**config.mk**
```make
export PLATFORM = sky130hd
export DESIGN_NAME = fetch_sequencer
export DESIGN_NICKNAME = d
export VERILOG_FILES = /design/src/rtl/fetch_sequencer_pkg.sv /design/src/rtl/fetch_sequencer_watchdog.sv /design/src/rtl/fetch_sequencer.sv
export SDC_FILE = /design/constraint.sdc
export NUM_CORES = 1
export LEC_CHECK = 0
export ABC_AREA = 1
export ABC_CLOCK_PERIOD_IN_PS = 1840
export CORE_MARGIN = 10
export CORE_UTILIZATION = 40
export DETAILED_ROUTE_END_ITERATION = 10
export GPL_TIMING_DRIVEN = 0
export HOLD_SLACK_MARGIN = 0.1
export PLACE_DENSITY = 0.8
export SLEW_MARGIN = 20
export SYNTH_ARGS = -nofsm -noshare
export SYNTH_HDL_FRONTEND = slang
export SYNTH_SLANG_ARGS = --single-unit
```
**constraint.sdc**
```tcl
create_clock -name clk -period 1.84 [get_ports clk]
set_input_delay 0.184 -clock clk [delete_from_list [all_inputs] [get_ports clk]]
set_output_delay 0.184 -clock clk [all_outputs]
set_load 0.02 [all_outputs]
```
**src/rtl/fetch_sequencer_pkg.sv**
```systemverilog
// Shared state encoding and instruction constants for the fetch sequencer.
// PAUSE is always encoded; it is only reachable with FETCH_SEQUENCER_SINGLE_STEP_EN.
package fetch_sequencer_pkg;

   typedef enum logic [2:0] {
      FsIdle  = 3'd0,
      FsFetch = 3'd1,
      FsExec  = 3'd2,
      FsHalt  = 3'd3,
      FsFault = 3'd4,
      FsPause = 3'd5
   } fs_state_e;

   localparam logic [6:0]  OPCODE_SYSTEM = 7'b1110011;
   localparam logic [31:0] INSTR_ECALL   = 32'h0000_0073;
   localparam logic [31:0] INSTR_EBREAK  = 32'h0010_0073;

   localparam int unsigned WDOG_W = 8;

   function automatic logic is_halt_instr(input logic [31:0] word);
      return (word[6:0] == OPCODE_SYSTEM) && ((word == INSTR_ECALL) || (word == INSTR_EBREAK));
   endfunction

endpackage

```
**src/rtl/fetch_sequencer_watchdog.sv**
```systemverilog
// Saturating 8-bit fetch watchdog. expired is raised on the counting cycle whose
// increment brings the count to TIMEOUT_CYCLES, so the FSM can leave on that edge.
module fetch_watchdog
   import fetch_sequencer_pkg::*;
#(
   parameter int unsigned TIMEOUT_CYCLES = 15
) (
   input  logic clk,
   input  logic reset,
   input  logic clear,
   input  logic count_en,
   output logic expired
);

   localparam logic [WDOG_W-1:0] Limit = WDOG_W'(TIMEOUT_CYCLES - 1);

   logic [WDOG_W-1:0] count_q, count_d;

   always_comb begin
      count_d = count_q;
      if (clear) begin
         count_d = '0;
      end else if (count_en && (count_q != {WDOG_W{1'b1}})) begin
         count_d = count_q + 1'b1;
      end
   end

   always_ff @(posedge clk) begin
      if (reset) begin
         count_q <= '0;
      end else begin
         count_q <= count_d;
      end
   end

   assign expired = count_en && (count_q >= Limit);

endmodule

```
**src/rtl/fetch_sequencer.sv**
```systemverilog
// Multi-cycle fetch/commit controller owning the architectural PC.
// Optional single-step mode (step port, PAUSE state): FETCH_SEQUENCER_SINGLE_STEP_EN.
module fetch_sequencer
   import fetch_sequencer_pkg::*;
#(
   parameter logic [31:0] RESET_PC       = 32'h0000_0000,
   parameter int unsigned TIMEOUT_CYCLES = 15
) (
   input  logic        clk,
   input  logic        reset,
   input  logic        run,
`ifdef FETCH_SEQUENCER_SINGLE_STEP_EN
   input  logic        step,
`endif
   output logic        imem_req,
   output logic [31:0] imem_addr,
   input  logic        imem_ack,
   input  logic [31:0] imem_rdata,
   input  logic [31:0] pc_next_in,
   output logic [31:0] instr,
   output logic        instr_valid,
   output logic [31:0] pc,
   output logic        halted,
   output logic        fault
);

   fs_state_e   state_q, state_d;
   logic [31:0] pc_q, pc_d;
   logic [31:0] instr_q, instr_d;
   logic        wd_clear, wd_count_en, wd_expired;

   fetch_watchdog #(
      .TIMEOUT_CYCLES(TIMEOUT_CYCLES)
   ) u_watchdog (
      .clk      (clk),
      .reset    (reset),
      .clear    (wd_clear),
      .count_en (wd_count_en),
      .expired  (wd_expired)
   );

   always_comb begin
      state_d     = state_q;
      pc_d        = pc_q;
      instr_d     = instr_q;
      wd_clear    = 1'b1;
      wd_count_en = 1'b0;
      case (state_q)
         FsIdle: begin
            if (run) state_d = FsFetch;
         end
         FsFetch: begin
            wd_clear = 1'b0;
            // An ack on the expiry edge still wins.
            if (imem_ack) begin
               instr_d = imem_rdata;
               state_d = FsExec;
            end else begin
               wd_count_en = 1'b1;
               if (wd_expired) state_d = FsFault;
            end
         end
         FsExec: begin
            if (is_halt_instr(instr_q)) begin
               state_d = FsHalt;
            end else if (pc_next_in[1:0] != 2'b00) begin
               state_d = FsFault;
            end else begin
               pc_d = pc_next_in;
`ifdef FETCH_SEQUENCER_SINGLE_STEP_EN
               state_d = FsPause;
`else
               state_d = FsFetch;
`endif
            end
         end
`ifdef FETCH_SEQUENCER_SINGLE_STEP_EN
         FsPause: begin
            if (step) state_d = FsFetch;
         end
`endif
         FsHalt:  state_d = FsHalt;
         FsFault: state_d = FsFault;
         default: state_d = FsIdle;
      endcase
   end

   always_ff @(posedge clk) begin
      if (reset) begin
         state_q <= FsIdle;
         pc_q    <= RESET_PC;
         instr_q <= '0;
      end else begin
         state_q <= state_d;
         pc_q    <= pc_d;
         instr_q <= instr_d;
      end
   end

   assign imem_req    = (state_q == FsFetch);
   assign instr_valid = (state_q == FsExec);
   assign halted      = (state_q == FsHalt);
   assign fault       = (state_q == FsFault);
   assign imem_addr   = pc_q;
   assign pc          = pc_q;
   assign instr       = instr_q;

endmodule

```
Yosys cells after proc, flatten, opt, wreduce, memory -nomap -nowiden
Index checks and enable logic that the tools add are counted.
{ "word_totals": {"register_bits": 75, "in_bits": 68, "out_inout_bits": 100, "word_cells": 37} }
{ "op_classes": {"n_addsub": 1, "magnitude_cmp": 1, "eq_ne": 10, "mux": 8, "bitwise": 3, "n_reduce_logical": 10} }
{ "ops": {"columns": ["cell", "n"], "rows": [
  ["equality test 32 x 21 -> 1 bit, second input constant", 1],
  ["equality test 32 x 7 -> 1 bit, second input constant", 1],
  ["2-to-1 mux 3 bit", 5],
  ["one-hot mux 3 bit (5 select lines)", 1],
  ["adder 8 x 1 -> 8 bit, second input constant", 1],
  ["greater-or-equal comparator 8 x 4 -> 1 bit, second input constant", 1],
  ["inequality test 8 bit, second input constant", 1],
  ["equality test 7 bit, second input constant", 1],
  ["equality test 3 x 2 -> 1 bit, second input constant", 2],
  ["AND reduction 2 bit", 2],
  ["equality test 3 x 1 -> 1 bit, second input constant", 1],
  ["equality test 3 bit, second input constant", 1],
  ["logical AND 1 bit", 3],
  ["zero test 3 bit", 1],
  ["inequality test 3 x 1 -> 1 bit, second input constant", 1],
  ["inverter 1 bit", 3],
  ["AND reduction 3 bit", 1],
  ["2-to-1 mux 1 bit", 2],
  ["inequality test 2 bit, second input constant", 1],
  ["nonzero test 2 bit", 1],
  ["OR reduction 2 bit", 1],
  ["logical OR 1 bit", 1]
]} }

Depth between registers and ports, before layout
{ "logic_depth": {"depth_word": 6, "ltp_mapped": 11, "ltp_nobuf": 10} }

Hierarchy
A second synthesis with hierarchy kept.
{ "unflattened": {"hier_cells": 450, "area_unflattened_um2": 3309.4} }
{ "modules_own_cells": {"columns": ["mod", "n_inst", "cells_each", "area_each_um2", "seq_area_each_um2"], "rows": [
  ["fetch_sequencer", 1, 374, 2807.7, 1341.3],
  ["fetch_watchdog", 1, 76, 501.7, 160.2]
]} }

Worst setup path after synthesis
Ideal clock, no wire load.
{ "synth_timing": {"path_kind": "register to register", "startpoint": "register u_watchdog.count_q[1]", "endpoint": "register u_watchdog.count_q[1]", "setup_ns": 0.119, "arrival_time_ns": 1.273, "required_time_ns": 1.721, "slack_ns": 0.448, "path_stages_with_launch": 9, "n_path_buf": 0, "synth_period_minus_slack_ns": 1.392, "cell_sequence": "dfxtp_1 > ha_1 > nand3_1 > nor2_1 > nand3_1 > nand2_4 > inv_4 > o21ai_0 > a21oi_1"} }
{ "synth_via": {"elab_chain_cells": 2, "word_cells_on_any_way": 3, "classes_between": "add/sub (1); eq/ne (1); reduce/logical (1)"} }
{ "synth_rtl": {"columns": ["element", "line_no", "text"], "rows": [
  ["start: declaration", "fetch_sequencer_watchdog.sv:17", "logic [WDOG_W-1:0] count_q, count_d;"],
  ["start signal: assignment", "fetch_sequencer_watchdog.sv:32", "count_q <= count_d;"],
  ["parallel branches: the longest is 2 deep, another holds adder 8 x 1 -> 8 bit", null, null]
]} }
Several ways; the timed one is not identified.
A chain may end at the register's enable or synchronous reset.

Worst setup path in the final report
{ "layout_timing": {"startpoint": "register state_q[1]", "endpoint": "output instr_valid"} }
{ "layout_via": {"elab_chain_cells": 1} }
{ "layout_rtl": {"columns": ["element", "line_no", "text"], "rows": [
  ["start: declaration", "fetch_sequencer.sv:27", "fs_state_e state_q, state_d;"],
  ["start signal: assignment", "fetch_sequencer.sv:90", "state_q <= FsIdle;"],
  ["start signal: assignment", "fetch_sequencer.sv:94", "state_q <= state_d;"],
  ["equality test 3 x 2 -> 1 bit", "fetch_sequencer.sv:101", "assign instr_valid = (state_q == FsExec);"],
  ["end: declaration", "fetch_sequencer.sv:21", "output logic instr_valid,"]
]} }
No other way between the ends.

==> summary.md <==
| Metric | Value |
|---|---|
| Status | finished clean |
| Power Dens Cells | 774 nW/um^2 |
| Post-Syn Area | 3300 sq um |
| Final setup margin | 0.124 ns |
| First-pass GRT wire length | 17600 microns |
| Yosys cell types | 26 |
| Area delta synth->final | 61.2% |
| Most frequent cell after synthesis | nor2_1 |
| FMAX | 583 MHz |
| Register area share after synthesis | 45.5% |
| Synth warnings | 0 |
| Most frequent cells after synthesis | nor2_1 (107), dfxtp_1 (75), o21ai_0 (49), nand2_1 (43), inv_1 (36) |
| FF+latch count, synth | 75 |
| Critical path capture point | instr_valid |
| Max-slew headroom | 72.3% |
| Clock buffer depth | 2 |
| Antenna violations before repair | 0 |
| Worst path required time | 1.66 ns |
| Pre-CTS worst setup slack | 0.103 ns |
| Drt drc | 0 |
| WL met2 | 5190 microns |
| Post-synth EDFFs | 0 |
| Synthesized net count | 517 |
| CTS Buf Count | 9 |
| Mean Syn Cell Area | 7.39 sq um |
| R2R Path Start | u_watchdog.count_q[1]$_SDFFE_PP0P_ |
| Met3 WL | 978 microns |
| # hold bufs at CTS | 0 |
| Hold Crit Class | input port to flop |
| Routed wire per std cell | 14.8 microns |
| Vias per cell | 4.72 |
| First DRT Iteration DRCs | 114 |
| Area share of the largest cell type after synthesis | 45.5% |
| Die area | 12300 sq um |
| Worst reg2reg endpoint | u_watchdog.count_q[1]$_SDFFE_PP0P_ |
| HPWL Detailed | 9010 microns |
| Gp weighted congestion | 0.806 |
| Highest metal used | met4 |
| Leakage dissipation | 2.11 nW |
| Most common flop cell mapped by yosys | dfxtp_1 |
| Met1 wire length | 4520 microns |
| R2R setup slack | 0.21 ns |
| # port buffers | 167 |
| Worst R2R Path Depth | 8 |
| Crit path max fanout | 4 |
| Vias in the first global route | 3351 |
| Setup violators final | 0 |
| Fin nets | 695 |
| DRT Pass-1 Iters | 4 |
| Share of layout cells above drive strength 1 | 11.6% |
| Multi-input logic area | 1260 sq um |
| Starting Density | 40.6% |
| Die height | 111 microns |
| Maximum vdd drop | 0.516 mV |
| Worst-Skew Late Latency | 0.34 ns |
| Fill count | 722 |
| Grt total ovfl | 0 |
| CTS tree | yes |
| Async S/R FF share, synth | 0% |
| I/O Pins | 168 |
| Min Tclk post-route | 1.72 ns |
| CTS Sinks | 75 |
| Clock skew | 0.00989 ns |
| Worst setup SP type | flop |
| Unrepaired setup endpoints after global routing | no |
| Fin. max-slew vios | 0 |
| Worst setup path class | flop to output port |
| Die X | 111 microns |
| Worst Tran Pin Value | 0.416 ns |
| DRT antenna net count | 0 |
| Area leader, netlist | dfxtp_1 |
| FF/Latch Area | 1500 sq um |
| Core area | 8130 sq um |
| Pin count of the biggest net entering global routing | 13 |
| Total power | 4.12 mW |
| Hold violation count in the final report | 0 |
| Crit path from | state_q[1]$_SDFFE_PP0P_ |
| Setup total negative slack | 0 ns |
| CTS clock-pin slew for the worst setup and hold paths | 0.08 ns |
| Synthesized instance count | 447 |
| Element type at the critical path end | output port |
| Max_cap viols | 0 |
| Via Count | 3466 |
| GRT Util Overall | 17.2% |
| Root Buffer | clkbuf_8 |
| Fin crit share | 93.3% |
| Crit path DAT | 1.53 ns |
| Cell row count | 33 |
| Ant diodes | 0 |
| H-tree depth | 3 |
| Final wirelength | 10900 microns |
| Top cells by area, synth | dfxtp_1 (45%), nor2_1 (12%), o21ai_0 (7.4%) |
how the worst min path moves through the flow:
stage                                      start                       to  slack (ns)  cells past startpoint
after floorplan                            reset  state_q[1]$_SDFFE_PP0P_        0.25                      1
final                             imem_rdata[11]   instr[11]$_SDFFE_PP0P_        0.42                      3
after CTS                         imem_rdata[11]   instr[11]$_SDFFE_PP0P_        0.41                      3
after global placement    instr[26]$_SDFFE_PP0P_   instr[26]$_SDFFE_PP0P_        0.45                      2
after detailed placement  instr[22]$_SDFFE_PP0P_   instr[22]$_SDFFE_PP0P_        0.46                      2
after global routing               imem_rdata[5]    instr[5]$_SDFFE_PP0P_        0.42                      3
state kept, by name, indices dropped and copies added, names as in the netlist:
name and count:
imem_addr 32, state_q 3, instr 32, u_watchdog.count_q 8
critical path: stages, from the launching register on:
cell           delay [ns]
dfxtp_1              0.41
inv_1                0.13
nor2_2               0.13
nand2_2              0.07
inv_1                0.08
dlygate4sd2_1        0.37
cells in the final DEF (no fill, tap or decap), types with 2 or more instances in the layout:
cell and instances:
inv_1 36, nand2_2 2, nand2_1 43, clkbuf_1 8, nor3_1 6, clkbuf_2 3, nor2_1 107, inv_4 2
inv_2 4, nand3_1 9, bufinv_16 2, dfxtp_1 75, nor2_2 2, dlygate4sd2_1 4, clkdlybuf4s50_1 163, o21ai_0 49
a21oi_1 33, buf_4 32, ha_1 2, clkbuf_8 10, o21ai_1 18, buf_2 2, buf_6 8
where the power goes:
group          total, mW  internal [mW]  switching (mW)
combinational      0.932          0.451           0.481
sequential          1.79           1.72          0.0715
clock               1.40          0.803           0.595
total               4.12           2.97            1.15
kinds of logic after synthesis:
kind of cell | Yosys count | share of synthesized area (%)
compound gates | 101 | 15.3
xor+xnor | 1 | 0.265
fa+ha+maj | 2 | 0.758
buf+inv | 93 | 16.4
flops | 75 | 45.5
simple gates | 175 | 21.8
layer usage:
layer  global-route usage (%)  vias up
met3                     6.11       18
met1                     19.8     1566
met4                     6.25        0
met2                     28.8      141
li1                         -     1741
met5                        0        -
final cells by class:
cell class,instances,area share [%]
well taps,105,2.47
clock inverters,4,1.39
repair buffers,167,31.3
flip-flops and latches,75,28.2
clock buffers,12,2.73
plain buffers,51,7.10
inverters,42,3.06
multi-input cells,279,23.8
timing repair:
action / 4_1_cts / 5_1_grt
endpoints found under the setup margin: 4 / 1
setup buffers: 0 / 0
resized for setup: 4 / 1
gates cloned: 0 / 0
pin swaps: 0 / 0
through the flow:
step / util [%] / area, sq um / hold slack [ns] / std cells
floorplan: - / 3300 / 0.253 / 447
detailed placement: 62.8 / 5100 / 0.462 / 719
CTS: 65.4 / 5320 / 0.413 / 735
global route: 65.5 / 5320 / 0.422 / 735
finish: 65.5 / 5320 / 0.425 / 735
global placement: 62.8 / 5100 / 0.455 / 719
No activity file was read; power rests on OpenSTA's default activity.
==> RTL edit: new RTL, same flow settings <==
The 6 states of `fs_state_e` get a Gray code encoding in 3 bits.
--- a/src/rtl/fetch_sequencer_pkg.sv
+++ b/src/rtl/fetch_sequencer_pkg.sv
@@ -3,12 +3,12 @@
 package fetch_sequencer_pkg;
 
    typedef enum logic [2:0] {
-      FsIdle  = 3'd0,
-      FsFetch = 3'd1,
-      FsExec  = 3'd2,
-      FsHalt  = 3'd3,
-      FsFault = 3'd4,
-      FsPause = 3'd5
+      FsIdle  = 3'b000,
+      FsFetch = 3'b001,
+      FsExec  = 3'b011,
+      FsHalt  = 3'b010,
+      FsFault = 3'b110,
+      FsPause = 3'b111
    } fs_state_e;
 
    localparam logic [6:0]  OPCODE_SYSTEM = 7'b1110011;
Check against the original RTL: no difference found for any inputs over 10 cycles, from zero or initial values and one cycle with reset high; not proved beyond that.
==> RTL edit against the unedited design <==
Combinational power up 24%; cell count down 1.6%; worst hold slack worse by 180 ps; maximum frequency down 2.7%; register-to-register slack better by 60 ps; utilization down 2.4 points; routed wire length up 5.9%; sequential cell count unchanged; setup slack worse by 48 ps; area after synthesis up 6.1%; cell area up 2.2%; total power down 1.9%; critical path type unchanged; largest power group unchanged.
==> RTL edit: results (changes against the unedited design) <==
The number of fill cells is 755 (+4.6%). The global routing usage on met3 was 3.675% (-2.4 points). The slack of the critical path was 75.52 ps (-48.05 ps). The met3 wire length is 684 um (-30%). The capture endpoint of the worst hold path is instr[7]. After synthesis, the cell types taking the most area are sky130_fd_sc_hd__dfxtp_1 43%, sky130_fd_sc_hd__a21oi_1 7.6%, sky130_fd_sc_hd__buf_4 6.9%, sky130_fd_sc_hd__nand2_1 6.0%, sky130_fd_sc_hd__nand4_1 5.5%.

The top layer reached by signal wires is met4. The routed length on met2 came to 6233 um (+20%). The worst register-to-register path ends at u_watchdog.count_q[3]. The internal reg-to-reg setup slack is 270 ps (+60 ps).

The headroom to the max-slew limit is 50.39% (-22 points). The leakage power of the design was 2.048 nW (-3.1%). The instance area after placement is 5290 um^2 (+3.6%). The post-synthesis xor/xnor area fraction is 0.5000% (+0.23 points). The half-perimeter wire length after placement is 9322 um (+3.5%). The number of DRC violations after detailed-routing iteration 0 came to 141 (+24%). The mean instance size in the synthesized netlist is 8.017 um^2 (+8.5%).

The final weighted congestion in routability-driven placement is 0.8252 (+2.3%). The global-route wire length before repair is 18,170 um (+3.5%). The share of the synthesized area in compound gates (AO/OA/AOI/OAI) is 16.50% (+1.2 points). The synthesized net count is 507 (-1.9%). The worst clock skew was 11.27 ps (+1.374 ps). The post-detailed-route wirelength per cell came to 15.95 um (+7.6%). The global-route met2 utilization is 31.20% (+2.4 points).

The setup slack after placement is 159.7 ps (+56.37 ps). The instance count after placement with tap cells included came out at 710 (-1.3%). The global routing usage summed across all routing layers is 17.17% (-0.061 points). The internal power came out at 0.002745 W (-7.7%). The met1 wire length is 4342 um (-3.8%). The slowest cell on the critical path is sky130_fd_sc_hd__clkdlybuf4s50_1.

The number of global-route vias before repair is 3,511 (+4.8%). The number of buffer cells added on primary ports is 165 (-1.2%). The met1 layer usage reported by global route was 18.67% (-1.1 points). The count of unique library cells instantiated by Yosys came out at 27 (+3.8%). The worst ir drop on vdd is 0.3940 mV (-24%).

In the synthesized netlist, the cells that appear most often are 75 x sky130_fd_sc_hd__dfxtp_1, 56 x sky130_fd_sc_hd__nand2_1, 53 x sky130_fd_sc_hd__a21oi_1. The total power after layout came out at 0.004043 W (-1.9%). The run finished with clean final reports. The arithmetic-cell share of the synthesized area counting full adders, half adders and majority gates came out at 0.7143% (-0.044 points). The maximum number of pins on one net before global-route repair was 12 (-1). The worst reg2reg path depth is 9 (+1). The post-route non-filler standard cell count came out at 723 (-1.6%). The sequential fraction of design power came out at 44.8% (+1.3 points). The worst hold slack after final layout is 240.9 ps (-183.7 ps). The worst hold path begins at imem_ack.

The reported clock group power is 0.00107 W (-24%). The data arrival time of the worst path came out at 1580 ps (+50 ps). The sequential element share of the synthesized area is 42.86% (-2.6 points). The most critical setup path has its endpoint at halted. The ratio of routed vias to standard cells is 4.891 (+3.7%).
## RTL edit: changes by cell type in the layout (fill, tap and decap cells not counted), moves of 7 or more
cell                      delta
sky130_fd_sc_hd__o21ai_1    -17
sky130_fd_sc_hd__buf_2      +10
sky130_fd_sc_hd__nand2_1    +13
sky130_fd_sc_hd__nand2_2    +19
sky130_fd_sc_hd__a21oi_1    +20
sky130_fd_sc_hd__a21oi_2    +18
sky130_fd_sc_hd__nand4_1    +30
sky130_fd_sc_hd__inv_1       +7
sky130_fd_sc_hd__o21ai_0    -19
sky130_fd_sc_hd__nor2_1     -93
## RTL edit: final cells by class
class / instances / area [um^2] / area share [%]
Sequential cell: 75 / 1501 / 27.59
Clock buffer: 10 / 137.6 / 2.529
Multi-Input combinational cell: 259 / 1423 / 26.14
Tap cell: 108 / 135.1 / 2.483
Buffer: 58 / 405.4 / 7.450
Inverter: 45 / 173.9 / 3.196
Timing Repair Buffer: 165 / 1648 / 30.28
Clock inverter: 3 / 17.52 / 0.3219
